`config.mk`:
```
export PLATFORM = sky130hd
export DESIGN_NAME = signal_capture_flat
export DESIGN_NICKNAME = d
export VERILOG_FILES = /design/src/rtl/signal_capture_if.sv /design/src/rtl/signal_capture.sv /design/src/flat_wrapper.sv
export SDC_FILE = /design/constraint.sdc
export NUM_CORES = 1
export LEC_CHECK = 0
export BUFFER_PORTS_ARGS = -buffer_cell sky130_fd_sc_hd__buf_4
export CAP_MARGIN = 40
export CORE_AREA = 5 5 206 208
export CTS_CLUSTER_DIAMETER = 30
export CTS_CLUSTER_SIZE = 25
export DETAILED_ROUTE_END_ITERATION = 6
export DIE_AREA = 0 0 211 213
export PLACE_DENSITY = 0.75
export SYNTH_ARGS = -nofsm -noshare
export SYNTH_HDL_FRONTEND = slang
export SYNTH_SLANG_ARGS = --single-unit
export TNS_END_PERCENT = 5
```
`constraint.sdc`:
```
create_clock -name clk -period 2.8 [get_ports clk]
set_clock_uncertainty 0.05 [all_clocks]
set_input_delay 0.28 -clock clk [delete_from_list [all_inputs] [get_ports clk]]
set_output_delay 0.28 -clock clk [all_outputs]
set_load 0.01 [all_outputs]
```
`src/rtl/signal_capture_if.sv`:
```
// signal_capture_if
//   Groups the sample, trigger-control and read-back signals of
//   signal_capture. The clock and reset stay plain ports on the module.
//
//   master : drives the sample stream, arm, threshold and read requests
//   slave  : the capture buffer itself
//
//   Signals
//     i_en, i_data        sample strobe and signed sample
//     i_threshold         signed trigger level
//     i_arm               start / restart a capture
//     i_rd_en, i_rd_addr  read request, index relative to the oldest sample
//     o_rd_data/valid     registered read result
//     o_armed, o_triggered, o_done, o_trig_addr   capture status
//     i_force_trig        only with SIGNAL_CAPTURE_FORCE_TRIG_EN defined
interface signal_capture_if #(
    parameter int NB_DATA = 8,
    parameter int ADDR_W  = 6
);
    logic               i_en;
    logic [NB_DATA-1:0] i_data;
    logic [NB_DATA-1:0] i_threshold;
    logic               i_arm;
    logic               i_rd_en;
    logic [ADDR_W-1:0]  i_rd_addr;
    logic [NB_DATA-1:0] o_rd_data;
    logic               o_rd_valid;
    logic               o_armed;
    logic               o_triggered;
    logic               o_done;
    logic [ADDR_W-1:0]  o_trig_addr;
`ifdef SIGNAL_CAPTURE_FORCE_TRIG_EN
    logic               i_force_trig;
`endif

    modport master (
        output i_en, i_data, i_threshold, i_arm, i_rd_en, i_rd_addr,
`ifdef SIGNAL_CAPTURE_FORCE_TRIG_EN
        output i_force_trig,
`endif
        input  o_rd_data, o_rd_valid, o_armed, o_triggered, o_done, o_trig_addr
    );

    modport slave (
        input  i_en, i_data, i_threshold, i_arm, i_rd_en, i_rd_addr,
`ifdef SIGNAL_CAPTURE_FORCE_TRIG_EN
        input  i_force_trig,
`endif
        output o_rd_data, o_rd_valid, o_armed, o_triggered, o_done, o_trig_addr
    );
endinterface

```
`src/rtl/signal_capture.sv`:
```
// signal_capture
//   Triggered capture buffer for the FIR output. Samples are written into a
//   circular RAM; once PRE_TRIG samples are stored, a rising crossing of
//   i_threshold (prev < thr <= current, signed) marks the trigger sample.
//   Capture continues until the RAM holds DEPTH-PRE_TRIG-1 post-trigger
//   samples, then the buffer freezes and may be read oldest-first.
//
//   Ports
//     clk     rising-edge clock
//     i_srst  synchronous active-high reset
//     bus     signal_capture_if.slave (sample stream, arm, reads, status)
//
//   Optional feature macro: SIGNAL_CAPTURE_FORCE_TRIG_EN
//     adds bus.i_force_trig; in WAIT an accepted sample with it high is the
//     trigger sample regardless of the threshold.
module signal_capture #(
    parameter int NB_DATA  = 8,
    parameter int ADDR_W   = 6,
    parameter int PRE_TRIG = 16
) (
    input  logic clk,
    input  logic i_srst,
    signal_capture_if.slave bus
);

    localparam int DEPTH = 1 << ADDR_W;

    localparam logic [ADDR_W-1:0] PRE_OFF  = ADDR_W'(PRE_TRIG);
    localparam logic [ADDR_W-1:0] PRE_LAST = ADDR_W'(PRE_TRIG - 1);
    localparam logic [ADDR_W-1:0] POST_LEN = ADDR_W'(DEPTH - PRE_TRIG - 1);

    generate
        if (PRE_TRIG < 1 || PRE_TRIG > DEPTH - 1) begin : g_bad_pre_trig
            $error("signal_capture: PRE_TRIG out of range 1..DEPTH-1");
        end
    endgenerate

    typedef enum logic [2:0] {
        ST_IDLE,
        ST_PRE,
        ST_WAIT,
        ST_POST,
        ST_DONE
    } state_t;

    state_t state, next_state;

    logic [NB_DATA-1:0] ram [DEPTH];

    logic [ADDR_W-1:0]  wr_ptr;
    logic [ADDR_W-1:0]  cnt;          // PRE: samples stored; POST: samples left
    logic [NB_DATA-1:0] prev;
    logic               prev_valid;
    logic [ADDR_W-1:0]  trig_addr;
    logic               triggered;
    logic [NB_DATA-1:0] rd_data;
    logic               rd_valid;

    logic               wr_en;
    logic               trig_hit;
    logic               rd_hit;
    logic               crossing;
    logic               trig_cond;
    logic [ADDR_W-1:0]  rd_phys;

    // Oldest stored sample sits PRE_TRIG slots before the trigger sample;
    // the subtraction wraps naturally at ADDR_W bits.
    assign rd_phys = trig_addr - PRE_OFF + bus.i_rd_addr;

    assign crossing = prev_valid
                   && ($signed(prev) < $signed(bus.i_threshold))
                   && ($signed(bus.i_data) >= $signed(bus.i_threshold));

`ifdef SIGNAL_CAPTURE_FORCE_TRIG_EN
    assign trig_cond = crossing || bus.i_force_trig;
`else
    assign trig_cond = crossing;
`endif

    // ------------------------------------------------------------------
    // FSM state register
    // ------------------------------------------------------------------
    always_ff @(posedge clk) begin
        if (i_srst) begin
            state <= ST_IDLE;
        end else begin
            state <= next_state;
        end
    end

    // ------------------------------------------------------------------
    // Next state and per-cycle control. i_arm overrides every other event.
    // ------------------------------------------------------------------
    always_comb begin
        next_state = state;
        wr_en      = 1'b0;
        trig_hit   = 1'b0;
        rd_hit     = 1'b0;
        if (bus.i_arm) begin
            next_state = ST_PRE;
        end else begin
            case (state)
                ST_IDLE: begin
                end
                ST_PRE: begin
                    if (bus.i_en) begin
                        wr_en = 1'b1;
                        if (cnt == PRE_LAST) begin
                            next_state = ST_WAIT;
                        end
                    end
                end
                ST_WAIT: begin
                    if (bus.i_en) begin
                        wr_en = 1'b1;
                        if (trig_cond) begin
                            trig_hit   = 1'b1;
                            // With PRE_TRIG = DEPTH-1 nothing follows the trigger.
                            next_state = (POST_LEN == '0) ? ST_DONE : ST_POST;
                        end
                    end
                end
                ST_POST: begin
                    if (bus.i_en) begin
                        wr_en = 1'b1;
                        if (cnt == ADDR_W'(1)) begin
                            next_state = ST_DONE;
                        end
                    end
                end
                ST_DONE: begin
                    rd_hit = bus.i_rd_en;
                end
                default: begin
                    next_state = ST_IDLE;
                end
            endcase
        end
    end

    // ------------------------------------------------------------------
    // Sample RAM (no reset: contents survive reset and re-arm)
    // ------------------------------------------------------------------
    always_ff @(posedge clk) begin
        if (wr_en && !i_srst) begin
            ram[wr_ptr] <= bus.i_data;
        end
    end

    // ------------------------------------------------------------------
    // Datapath registers
    // ------------------------------------------------------------------
    always_ff @(posedge clk) begin
        if (i_srst) begin
            wr_ptr     <= '0;
            cnt        <= '0;
            prev       <= '0;
            prev_valid <= 1'b0;
            trig_addr  <= '0;
            triggered  <= 1'b0;
            rd_data    <= '0;
            rd_valid   <= 1'b0;
        end else if (bus.i_arm) begin
            wr_ptr     <= '0;
            cnt        <= '0;
            prev_valid <= 1'b0;
            trig_addr  <= '0;
            triggered  <= 1'b0;
            rd_valid   <= 1'b0;
        end else begin
            rd_valid <= rd_hit;
            if (rd_hit) begin
                rd_data <= ram[rd_phys];
            end

            if (wr_en) begin
                wr_ptr <= wr_ptr + ADDR_W'(1);
            end

            if (wr_en && (state == ST_PRE || state == ST_WAIT)) begin
                prev       <= bus.i_data;
                prev_valid <= 1'b1;
            end

            case (state)
                ST_PRE: begin
                    if (bus.i_en) begin
                        cnt <= (cnt == PRE_LAST) ? '0 : cnt + ADDR_W'(1);
                    end
                end
                ST_WAIT: begin
                    if (trig_hit) begin
                        cnt       <= POST_LEN;
                        trig_addr <= wr_ptr;
                        triggered <= 1'b1;
                    end
                end
                ST_POST: begin
                    if (bus.i_en) begin
                        cnt <= cnt - ADDR_W'(1);
                    end
                end
                default: begin
                end
            endcase
        end
    end

    // ------------------------------------------------------------------
    // Outputs
    // ------------------------------------------------------------------
    assign bus.o_rd_data   = rd_data;
    assign bus.o_rd_valid  = rd_valid;
    assign bus.o_armed     = (state == ST_PRE) || (state == ST_WAIT) || (state == ST_POST);
    assign bus.o_triggered = triggered;
    assign bus.o_done      = (state == ST_DONE);
    assign bus.o_trig_addr = trig_addr;

endmodule

```
`src/flat_wrapper.sv`:
```
// flat-port wrapper written by rule: the top's interface ports become plain ports
module signal_capture_flat 
#(
    parameter int NB_DATA  = 8,
    parameter int ADDR_W   = 6,
    parameter int PRE_TRIG = 16
)
  (clk, i_srst, bus_i_en, bus_i_data, bus_i_threshold, bus_i_arm, bus_i_rd_en, bus_i_rd_addr, bus_o_rd_data, bus_o_rd_valid, bus_o_armed, bus_o_triggered, bus_o_done, bus_o_trig_addr);
  signal_capture_if #(.NB_DATA(NB_DATA), .ADDR_W(ADDR_W)) bus_i ();
  input  logic clk;
  input  logic i_srst;
  input wire logic [$bits(bus_i.i_en)-1:0] bus_i_en;
  input wire logic [$bits(bus_i.i_data)-1:0] bus_i_data;
  input wire logic [$bits(bus_i.i_threshold)-1:0] bus_i_threshold;
  input wire logic [$bits(bus_i.i_arm)-1:0] bus_i_arm;
  input wire logic [$bits(bus_i.i_rd_en)-1:0] bus_i_rd_en;
  input wire logic [$bits(bus_i.i_rd_addr)-1:0] bus_i_rd_addr;
  output wire logic [$bits(bus_i.o_rd_data)-1:0] bus_o_rd_data;
  output wire logic [$bits(bus_i.o_rd_valid)-1:0] bus_o_rd_valid;
  output wire logic [$bits(bus_i.o_armed)-1:0] bus_o_armed;
  output wire logic [$bits(bus_i.o_triggered)-1:0] bus_o_triggered;
  output wire logic [$bits(bus_i.o_done)-1:0] bus_o_done;
  output wire logic [$bits(bus_i.o_trig_addr)-1:0] bus_o_trig_addr;
  assign bus_i.i_en = bus_i_en;
  assign bus_i.i_data = bus_i_data;
  assign bus_i.i_threshold = bus_i_threshold;
  assign bus_i.i_arm = bus_i_arm;
  assign bus_i.i_rd_en = bus_i_rd_en;
  assign bus_i.i_rd_addr = bus_i_rd_addr;
  assign bus_o_rd_data = bus_i.o_rd_data;
  assign bus_o_rd_valid = bus_i.o_rd_valid;
  assign bus_o_armed = bus_i.o_armed;
  assign bus_o_triggered = bus_i.o_triggered;
  assign bus_o_done = bus_i.o_done;
  assign bus_o_trig_addr = bus_i.o_trig_addr;
  signal_capture #(.NB_DATA(NB_DATA), .ADDR_W(ADDR_W), .PRE_TRIG(PRE_TRIG)) u_core (.clk(clk), .i_srst(i_srst), .bus(bus_i));
endmodule
```
==> results of run 1 <==
[layout make-up]
class / count / area (um2)
clock buffers: 116 / 2690
flip-flops and latches: 552 / 16200
repair buffers: 211 / 1830
clock inverters: 74 / 833
well taps: 532 / 666
fillers: 2453 / 12200
inverters: 23 / 86.3
multi-input cells: 552 / 5850
[worst paths after layout]
| kind | startpoint | end | slack [ns] | cells past startpoint |
|---|---|---|---|---|
| setup / recovery | u_core.bus.o_trig_addr[1] | u_core.bus.o_rd_data[1] | -0.36 | 9 |
| hold / removal | bus_i_data[1] | u_core.ram[7][1] | 0.22 | 2 |
| setup reg to reg | u_core.bus.o_trig_addr[1] | u_core.bus.o_rd_data[1] | -0.36 | 9 |
| hold reg to reg | u_core.prev_valid | u_core.prev_valid | 0.42 | 2 |
[cell usage after synthesis, types with 15 or more instances]
cell type | instances | share of area [%]
edfxtp_1 | 512 | 69
ha_1 | 28 | 1.6
nor2_1 | 76 | 1.3
inv_1 | 21 | 0.35
nand3_1 | 40 | 0.90
clkbuf_1 | 28 | 0.47
nor3_1 | 28 | 0.63
mux2i_1 | 20 | 0.90
dfxtp_1 | 40 | 3.6
buf_4 | 15 | 0.50
nand2_1 | 69 | 1.2
buf_2 | 15 | 0.34
mux4_2 | 143 | 14
a21oi_1 | 18 | 0.40
[cells by family (layout without fill, tap and decap cells)]
group,Yosys count,count (layout)
and+or+nand+nor,262,262
AOI/OAI and AO/OA,78,78
buffers and inverters,91,424
DFF,552,552
xor gates and xnor gates,18,18
adders and majority gates,29,29
muxes,165,165
[sequential cells by signal, summed over array words and instances (netlist names)]
register	count
u_core.prev_valid	1
u_core.bus.o_triggered	1
u_core.bus.o_rd_data	8
u_core.bus.o_trig_addr	6
u_core.wr_ptr	6
u_core.bus.o_rd_valid	1
u_core.prev	8
u_core.cnt	6
u_core.ram	512
u_core.state	3
[through the flow]
stage / setup slack (ns) / total power (uW)
2_1_floorplan: 0.00551 / 9640
3_3_place_gp: -0.449 / 10000
3_5_place_dp: -0.480 / 10000
4_1_cts: -0.388 / 22400
5_1_grt: -0.403 / 22900
6_report: -0.357 / 22300
[worst max-delay path, delay by kind of cell (launching register included)]
| kind | cells | cell delay, ns |
|---|---|---|
| buf+inv | 2 | 0.20 |
| flops | 1 | 0.33 |
| compound gates | 1 | 0.26 |
| fa+ha+maj | 3 | 1.21 |
| simple gates | 1 | 0.17 |
| mux | 2 | 0.82 |
[per-layer routing]
layer | share of wire [%] | track usage (%)
met1 | 35 | 33.8
met2 | 49 | 43.4
met3 | 11 | 7.83
met4 | 3.7 | 9.48
met5 | 0.012 | 0
[power groups by stage]
| stage | registers, uW | logic (uW) | clock network [uW] |
|---|---|---|---|
| 2_1_floorplan | 9180 | 460 | 0 |
| 3_3_place_gp | 9180 | 830 | 0 |
| 3_5_place_dp | 9180 | 848 | 0 |
| 4_1_cts | 9020 | 891 | 12500 |
| 5_1_grt | 9020 | 953 | 12900 |
| 6_report | 9020 | 903 | 12400 |
[timing repair]
item	4_1_cts	5_1_grt
gates cloned	1	2
hold buffers	4	0
buffers inserted	3	1
gates resized for setup	13	3
setup endpoints to repair	8	8
pin swaps	8	3
endpoints found under the hold margin	3	0
[cells in the final DEF, fill, tap and decap left out, drive strengths merged, types with 10 or more instances in the layout]
cell type    n
a21oi       18
buf        205
bufinv      12
clkbuf     118
clkinv      35
clkinvlp    13
dfxtp       40
edfxtp     512
ha          28
inv         37
mux2i       21
mux4       143
nand2       69
nand3       40
nand4       10
nor2        76
nor3        30
o211ai      13
o21ai       12
xor2        11
==> flow_summary.yaml, run 1 <==
cells_and_area:
  final_cells: 2060
  n_antenna_cell: 0
  fin_area_um2: 28100
  final_layout_size_suffix_gt1_share_pct: 36.1
  nets: 1496
  area_delta_synth_final_pct: 25.8
  final_util_pct: 69.7
timing:
  max_freq_ghz: 0.317
  setup_slack_ns: -0.357
  slew_headroom_pct: 47.0
  drv_slew: 0
  tns_ns: -2.48
  rsz0062_at_grt: "yes"
  finalSetupViolations: 8
  hold_viol: 0
  fin_crit_sh_pct: 113
  period_minus_slack_ns: 3.16
  holdWs_ns: 0.222
  worst_slew_pin_slew_ns: 0.796
placement:
  place_hpwl_mm: 33.5
  postPlaceCellArea_um2: 24400
  place.gp.congestion: 0.885
  place_inst: 1860
  place.port_buffers: 44
clock_network:
  htreeDepth: 3
  cts_tree: "yes"
  cts_buffers: 100
  cts_buffer_depth: 3
  insertion_delay_ns: 0.61
  clkSinkCount: 552
  cts_root_buf: "clkbuf_16"
  path_clk_slew_ns: 0.06
synthesis:
  synthAdderAreaFrac_pct: 1.66
  synth.cell_area_um2: 22400
  synth.avg_cell_area_um2: 18.7
  synth-seq-area-share_pct: 72.3
  synth_cell_type_count: 58
  syn_inst: 1195
  yosys_warnings: 0
  synth_nets: 1251
  synth-edff-count: 512
  synth-simple-area-share_pct: 5.48
  synth_compound_area_share_pct: 2.41
  async_flop_share_pct: 0
  synth_top_family_by_area: "multiplexers"
  ys_ff_latch: 552
  ys.flop_type: "edfxtp_1"
  synthMuxAreaShare_pct: 15.4
  synth-xor-area-share_pct: 0.705
global_routing:
  grt_pass1_vias: 13500
  grt_max_degree: 66
  grtUsageTotal_pct: 26.3
  grt_pass1_wl_mm: 85.8
  antenna_found_initial: 1
  grt_overflow: 0
route:
  wl_mm: 58.3
  ant_nets: 0
  wl_per_cell_um: 28.3
  via_per_inst: 6.36
  dr.first_iter.drc_count: 1508
  vias: 13100
  drc_errors: 0
  dr.pass1.iters: 5
outcome:
  status: "finished, violations left"
  violations: "setup timing"
power:
  switchingPower_uw: 4830
  power-per-cell-area_nw_per_um2: 793
  comb_power_share_pct: 4.0
  p_sw_share_pct: 21.6
  leakagePower_uw: 0.00967
  intPower_uw: 17500
  clock_power_share_pct: 55.5
  ir_worst_vdd_uv: 492
  seqPwrFrac_pct: 40.5
worst_setup_path:
  critPathMaxFanout: 9
  start_kind: "flop"
  slowest_delay_ns: 0.82
  crit_path_end_kind: "flop"
  worstPathArrival_ns: 3.61
  required_ns: 3.25
  crit_type: "flop to flop"
  slowest_stage: "fa_4"
  path_cells: "ha_4, ha_4, inv_2, fa_4, buf_12, mux4_2, mux4_2, a22o_1, nand4b_1"
floorplan:
  coreArea_um2: 40400
  die_area_um2: 44900
  placementRows: 74
  ioPinCount: 45
  start_util_pct: 55.4
  die_w_um: 211
  die_h_um: 213
worst_hold_path:
  hold_path_class: "input port to flop"
job:
  max_cap_violations: 0
Note: power is estimated with default switching activity, not from simulation.
==> run 2, diff against run 1 <==
Settings changed: PLACE_DENSITY 0.75 to unset, PLACE_DENSITY_LB_ADDON set to 0.15.
==> flow_summary.yaml, run 2 (same netlist as run 1, synthesis figures left out) <==
timing:
  worst_slew_pin_slew_ns: 0.871
  hold_viol: 0
  finalSetupViolations: 8
  fin_crit_sh_pct: 115
  drv_slew: 0
  period_minus_slack_ns: 3.22
  rsz0062_at_grt: "yes"
  setup_slack_ns: -0.421
  slew_headroom_pct: 41.0
  max_freq_ghz: 0.310
global_routing:
  grt_pass1_wl_mm: 82.2
  grt_overflow: 0
  antenna_found_initial: 0
  grt_max_degree: 66
  grtUsageTotal_pct: 25.0
  grt_pass1_vias: 13100
placement:
  place.gp.congestion: 0.840
  place.port_buffers: 44
  place_hpwl_mm: 33.3
route:
  wl_per_cell_um: 26.4
  wl_mm: 54.6
  via_per_inst: 6.02
  dr.first_iter.drc_count: 1231
  ant_nets: 0
  drc_errors: 0
  dr.pass1.iters: 5
  vias: 12400
power:
  switchingPower_uw: 4560
  seqPwrFrac_pct: 40.9
  ir_worst_vdd_uv: 486
  comb_power_share_pct: 4.2
  power-per-cell-area_nw_per_um2: 785
  intPower_uw: 17500
  leakagePower_uw: 0.00968
  total_power_uw: 22100
  clock_power_share_pct: 55.0
  p_sw_share_pct: 20.6
clock_network:
  cts_buffer_depth: 3
  insertion_delay_ns: 0.61
  clkSinkCount: 552
  cts_tree: "yes"
  htreeDepth: 3
  path_clk_slew_ns: 0.05
  cts_buffers: 99
  cts_root_buf: "clkbuf_16"
worst_setup_path:
  slowest_stage: "fa_4"
  slowest_delay_ns: 0.81
  path_cells: "ha_4, ha_4, inv_2, fa_4, buf_12, clkbuf_16, mux4_2, mux4_2, a22o_1, nand4b_1"
  worstPathArrival_ns: 3.65
  start_kind: "flop"
  crit_type: "flop to flop"
  required_ns: 3.23
  critPathMaxFanout: 7
  crit_path_end_kind: "flop"
cells_and_area:
  largest-register: "u_core.ram"
  final_util_pct: 69.7
  final_layout_size_suffix_gt1_share_pct: 35.4
  largest_register_ffs: 512
  nets: 1504
  final_common_cell: "edfxtp_1"
  mostFrequentLayoutCells: "edfxtp_1, buf_4, mux4_2"
  area_delta_synth_final_pct: 25.9
worst_hold_path:
  hold_path_class: "input port to flop"
floorplan:
  placementRows: 74
  die_h_um: 213
  start_util_pct: 55.4
  die_w_um: 211
  coreArea_um2: 40400
  ioPinCount: 45
  die_area_um2: 44900
job:
  max_cap_violations: 0
outcome:
  violations: "setup timing"
  status: "finished, violations left"
==> run 2: cell count changes in the layout (fill, tap and decap cells not counted), moves of 3 or more <==
cell,delta
buf_4,+5
clkinv_4,-5
clkbuf_8,-4
inv_6,-4
bufinv_16,+3
clkinv_2,+5
clkbuf_1,+5
inv_8,-5
==> run 2: layout make-up <==
cell class / instances / area (um2)
fill: 2594 / 12200
antenna: 1 / 2.50
multi-input combinational: 552 / 5840
sequential: 552 / 16200
clock inverter: 69 / 822
tap: 532 / 666
clock buffer: 116 / 2630
inverter: 23 / 86.3
timing repair buffer: 220 / 1920
==> run 2: power by group through the flow <==
stage                     Sequential, uW  Clock [uW]  Combinational (uW)
after global placement              9180           0                 858
after CTS                           9030       12300                 916
after floorplan                     9180           0                 460
after detailed placement            9180           0                 877
final                               9030       12100                 919
after global routing                9020       12800                 982
==> run 2: per-stage QoR <==
stage / instances / area, um2 / setup TNS [ns] / setup WS (ns) / hold slack (ns)
4_1_cts: 2061 / 28100 / -2.97 / -0.425 / 0.157
6_report: 2065 / 28100 / -2.88 / -0.421 / 0.192
3_3_place_gp: 1865 / 24400 / -4.16 / -0.648 / 0.407
2_1_floorplan: 1195 / 22400 / 0 / 0.00551 / 0.329
3_5_place_dp: 1865 / 24400 / -4.38 / -0.661 / 0.410
5_1_grt: 2064 / 28100 / -3.54 / -0.496 / 0.195
==> run 2: worst max-delay path: cells and delay by family, from the launching register on <==
family,cells,cell delay (ns)
adders and majority gates,3,1.20
muxes,2,0.76
DFF,1,0.33
buffers and inverters,3,0.32
AOI/OAI and AO/OA,1,0.25
and+or+nand+nor,1,0.18
==> run 2: worst paths after layout <==
| path | from | endpoint | slack (ns) | depth (start not counted) |
|---|---|---|---|---|
| worst max-delay path | u_core.bus.o_trig_addr[1] | u_core.bus.o_rd_data[1] | -0.42 | 10 |
| worst min register to register | u_core.prev_valid | u_core.prev_valid | 0.43 | 2 |
| worst max register to register | u_core.bus.o_trig_addr[1] | u_core.bus.o_rd_data[1] | -0.42 | 10 |
| worst min-delay path | bus_i_rd_en | u_core.bus.o_rd_data[2] | 0.19 | 5 |
==> run 2: what timing repair did <==
action / CTS / global route
pin swaps: 8 / 5
resized for setup: 15 / 5
setup buffers: 3 / 2
hold endpoints to repair: 15 / 0
hold buffers: 6 / 0
cloned: 2 / 1
setup endpoints to repair: 8 / 8
==> run 2: layer usage <==
layer | GRT usage [%] | wire length, um | vias to the layer above
li1 | - | - | 5377
met1 | 35.0 | 22000 | 6354
met2 | 38.4 | 25800 | 607
met3 | 6.39 | 4980 | 90
met4 | 9.93 | 1770 | 0
met5 | 0 | 0 | -
==> run 3, diff against run 2 <==
Settings changed: SETUP_SLACK_MARGIN set to 0.02.
==> flow_summary.yaml, run 3 (same netlist as run 1, synthesis figures left out) <==
global_routing:
  grt_max_degree: 66
  grt_pass1_vias: 12700
  use_met2_pct: 38.3
  antenna_found_initial: 1
  grt_pass1_wl_mm: 82.0
  busiest_layer: "met2"
  grt_overflow: 0
  grtUsageTotal_pct: 25.1
  met1_usage_pct: 35.9
  use_met3_pct: 6.41
cells_and_area:
  fin_area_um2: 28300
  n_antenna_cell: 0
  nets: 1507
  final_layout_size_suffix_gt1_share_pct: 36.2
  area_delta_synth_final_pct: 26.7
  final_common_cell: "edfxtp_1"
  final_util_pct: 70.2
  mostFrequentLayoutCells: "edfxtp_1, buf_4, mux4_2"
  largest-register: "u_core.ram"
  largest_register_ffs: 512
floorplan:
  coreArea_um2: 40400
  ioPinCount: 45
  die_w_um: 211
  start_util_pct: 55.4
  die_area_um2: 44900
  placementRows: 74
  die_h_um: 213
clock_network:
  cts_tree: "yes"
  cts_buffer_depth: 3
  insertion_delay_ns: 0.61
  htreeDepth: 3
  path_clk_slew_ns: 0.06
  cts_buffers: 102
  clkSinkCount: 552
  cts_root_buf: "clkbuf_16"
power:
  power-per-cell-area_nw_per_um2: 795
  leakagePower_uw: 0.00975
  ir_worst_vdd_uv: 588
route:
  dr.first_iter.drc_count: 1200
  vias: 12400
  dr.pass1.iters: 5
  ant_nets: 0
  wl_mm: 55.1
  via_per_inst: 6.01
  drc_errors: 0
  wl_per_cell_um: 26.6
worst_setup_path:
  start_kind: "flop"
  worstPathArrival_ns: 3.59
  critPathMaxFanout: 5
  critical_path.startpoint: "u_core.bus.o_trig_addr[2]"
  crit_path_end_kind: "flop"
  crit_type: "flop to flop"
  r2r_start: "u_core.bus.o_trig_addr[2]"
  required_ns: 3.23
timing:
  holdWs_ns: 0.191
  rsz0062_at_grt: "yes"
  period_minus_slack_ns: 3.15
  finalSetupViolations: 8
  slew_headroom_pct: 47.4
  drv_slew: 0
  max_freq_ghz: 0.317
  worst_slew_pin_slew_ns: 0.789
  setup_slack_ns: -0.351
  hold_viol: 0
  fin_crit_sh_pct: 113
outcome:
  status: "finished, violations left"
  violations: "setup timing"
placement:
  place.gp.congestion: 0.844
  place_hpwl_mm: 33.8
  postPlaceCellArea_um2: 24400
  pre_cts_ws_ns: -0.563
  place.port_buffers: 44
worst_hold_path:
  hold_path_class: "input port to flop"
  hp-start: "bus_i_rd_en"
job:
  max_cap_violations: 0
==> run 3: cell count changes in the layout (fill, tap and decap cells not counted), sizes merged <==
cell         before  now
bufinv           15   16
inv              28   33
clkinv           38   33
clkbuf          117  121
dlygate4sd3       6    5
clkinvlp         11   15
diode             1    0
==> run 3: stage by stage <==
stage               total power [uW]  std cells  TNS [ns]
global route                   23200       2072     -3.06
global placement               10000       1865     -3.40
detailed placement             10100       1865     -3.63
CTS                            22700       2069     -2.63
floorplan                       9640       1195         0
finish                         22500       2072     -2.47
==> run 3: critical path, cell delays in order (launching register included) <==
cell and delay (ns):
dfxtp_1 0.31, ha_1 0.30, inv_1 0.07, fa_4 0.87, buf_12 0.15, buf_16 0.13, mux4_2 0.28, mux4_2 0.46
a22o_1 0.23, nand4b_1 0.17
==> run 3: report_power, final <==
group          switching (uW)  internal [uW]
logic                     522            411
registers                3.99           9030
clock network            4140           8410
==> run 3: layer usage <==
| metal | vias to the layer above | wire length, um |
|---|---|---|
| met5 | - | 9 |
| met4 | 2 | 1660 |
| met3 | 100 | 5160 |
| met2 | 647 | 26100 |
| met1 | 6312 | 22200 |
| li1 | 5382 | - |
==> run 3: final timing paths <==
check,slack [ns],to,depth (start not counted)
worst max-delay path,-0.35,u_core.bus.o_rd_data[1],9
worst max register to register,-0.35,u_core.bus.o_rd_data[1],9
worst min-delay path,0.19,u_core.bus.o_rd_data[0],5
worst min register to register,0.44,u_core.prev[0],2
==> run 3: what timing repair did <==
item                                   CTS  global route
hold buffers                             4             1
endpoints found under the hold margin    8             1
cloned                                   2             2
pin swaps                               10             5
buffers inserted                         5             0
resized for setup                       12             4
setup endpoints to repair                8             8
==> run 3: area by class of cell <==
cell class,count,area [um2]
inverter,23,86.3
sequential,552,16200
clock buffer,119,2700
clock inverter,74,890
fill,2536,12000
timing repair buffer,220,1950
multi-input combinational,552,5860
tap,532,666
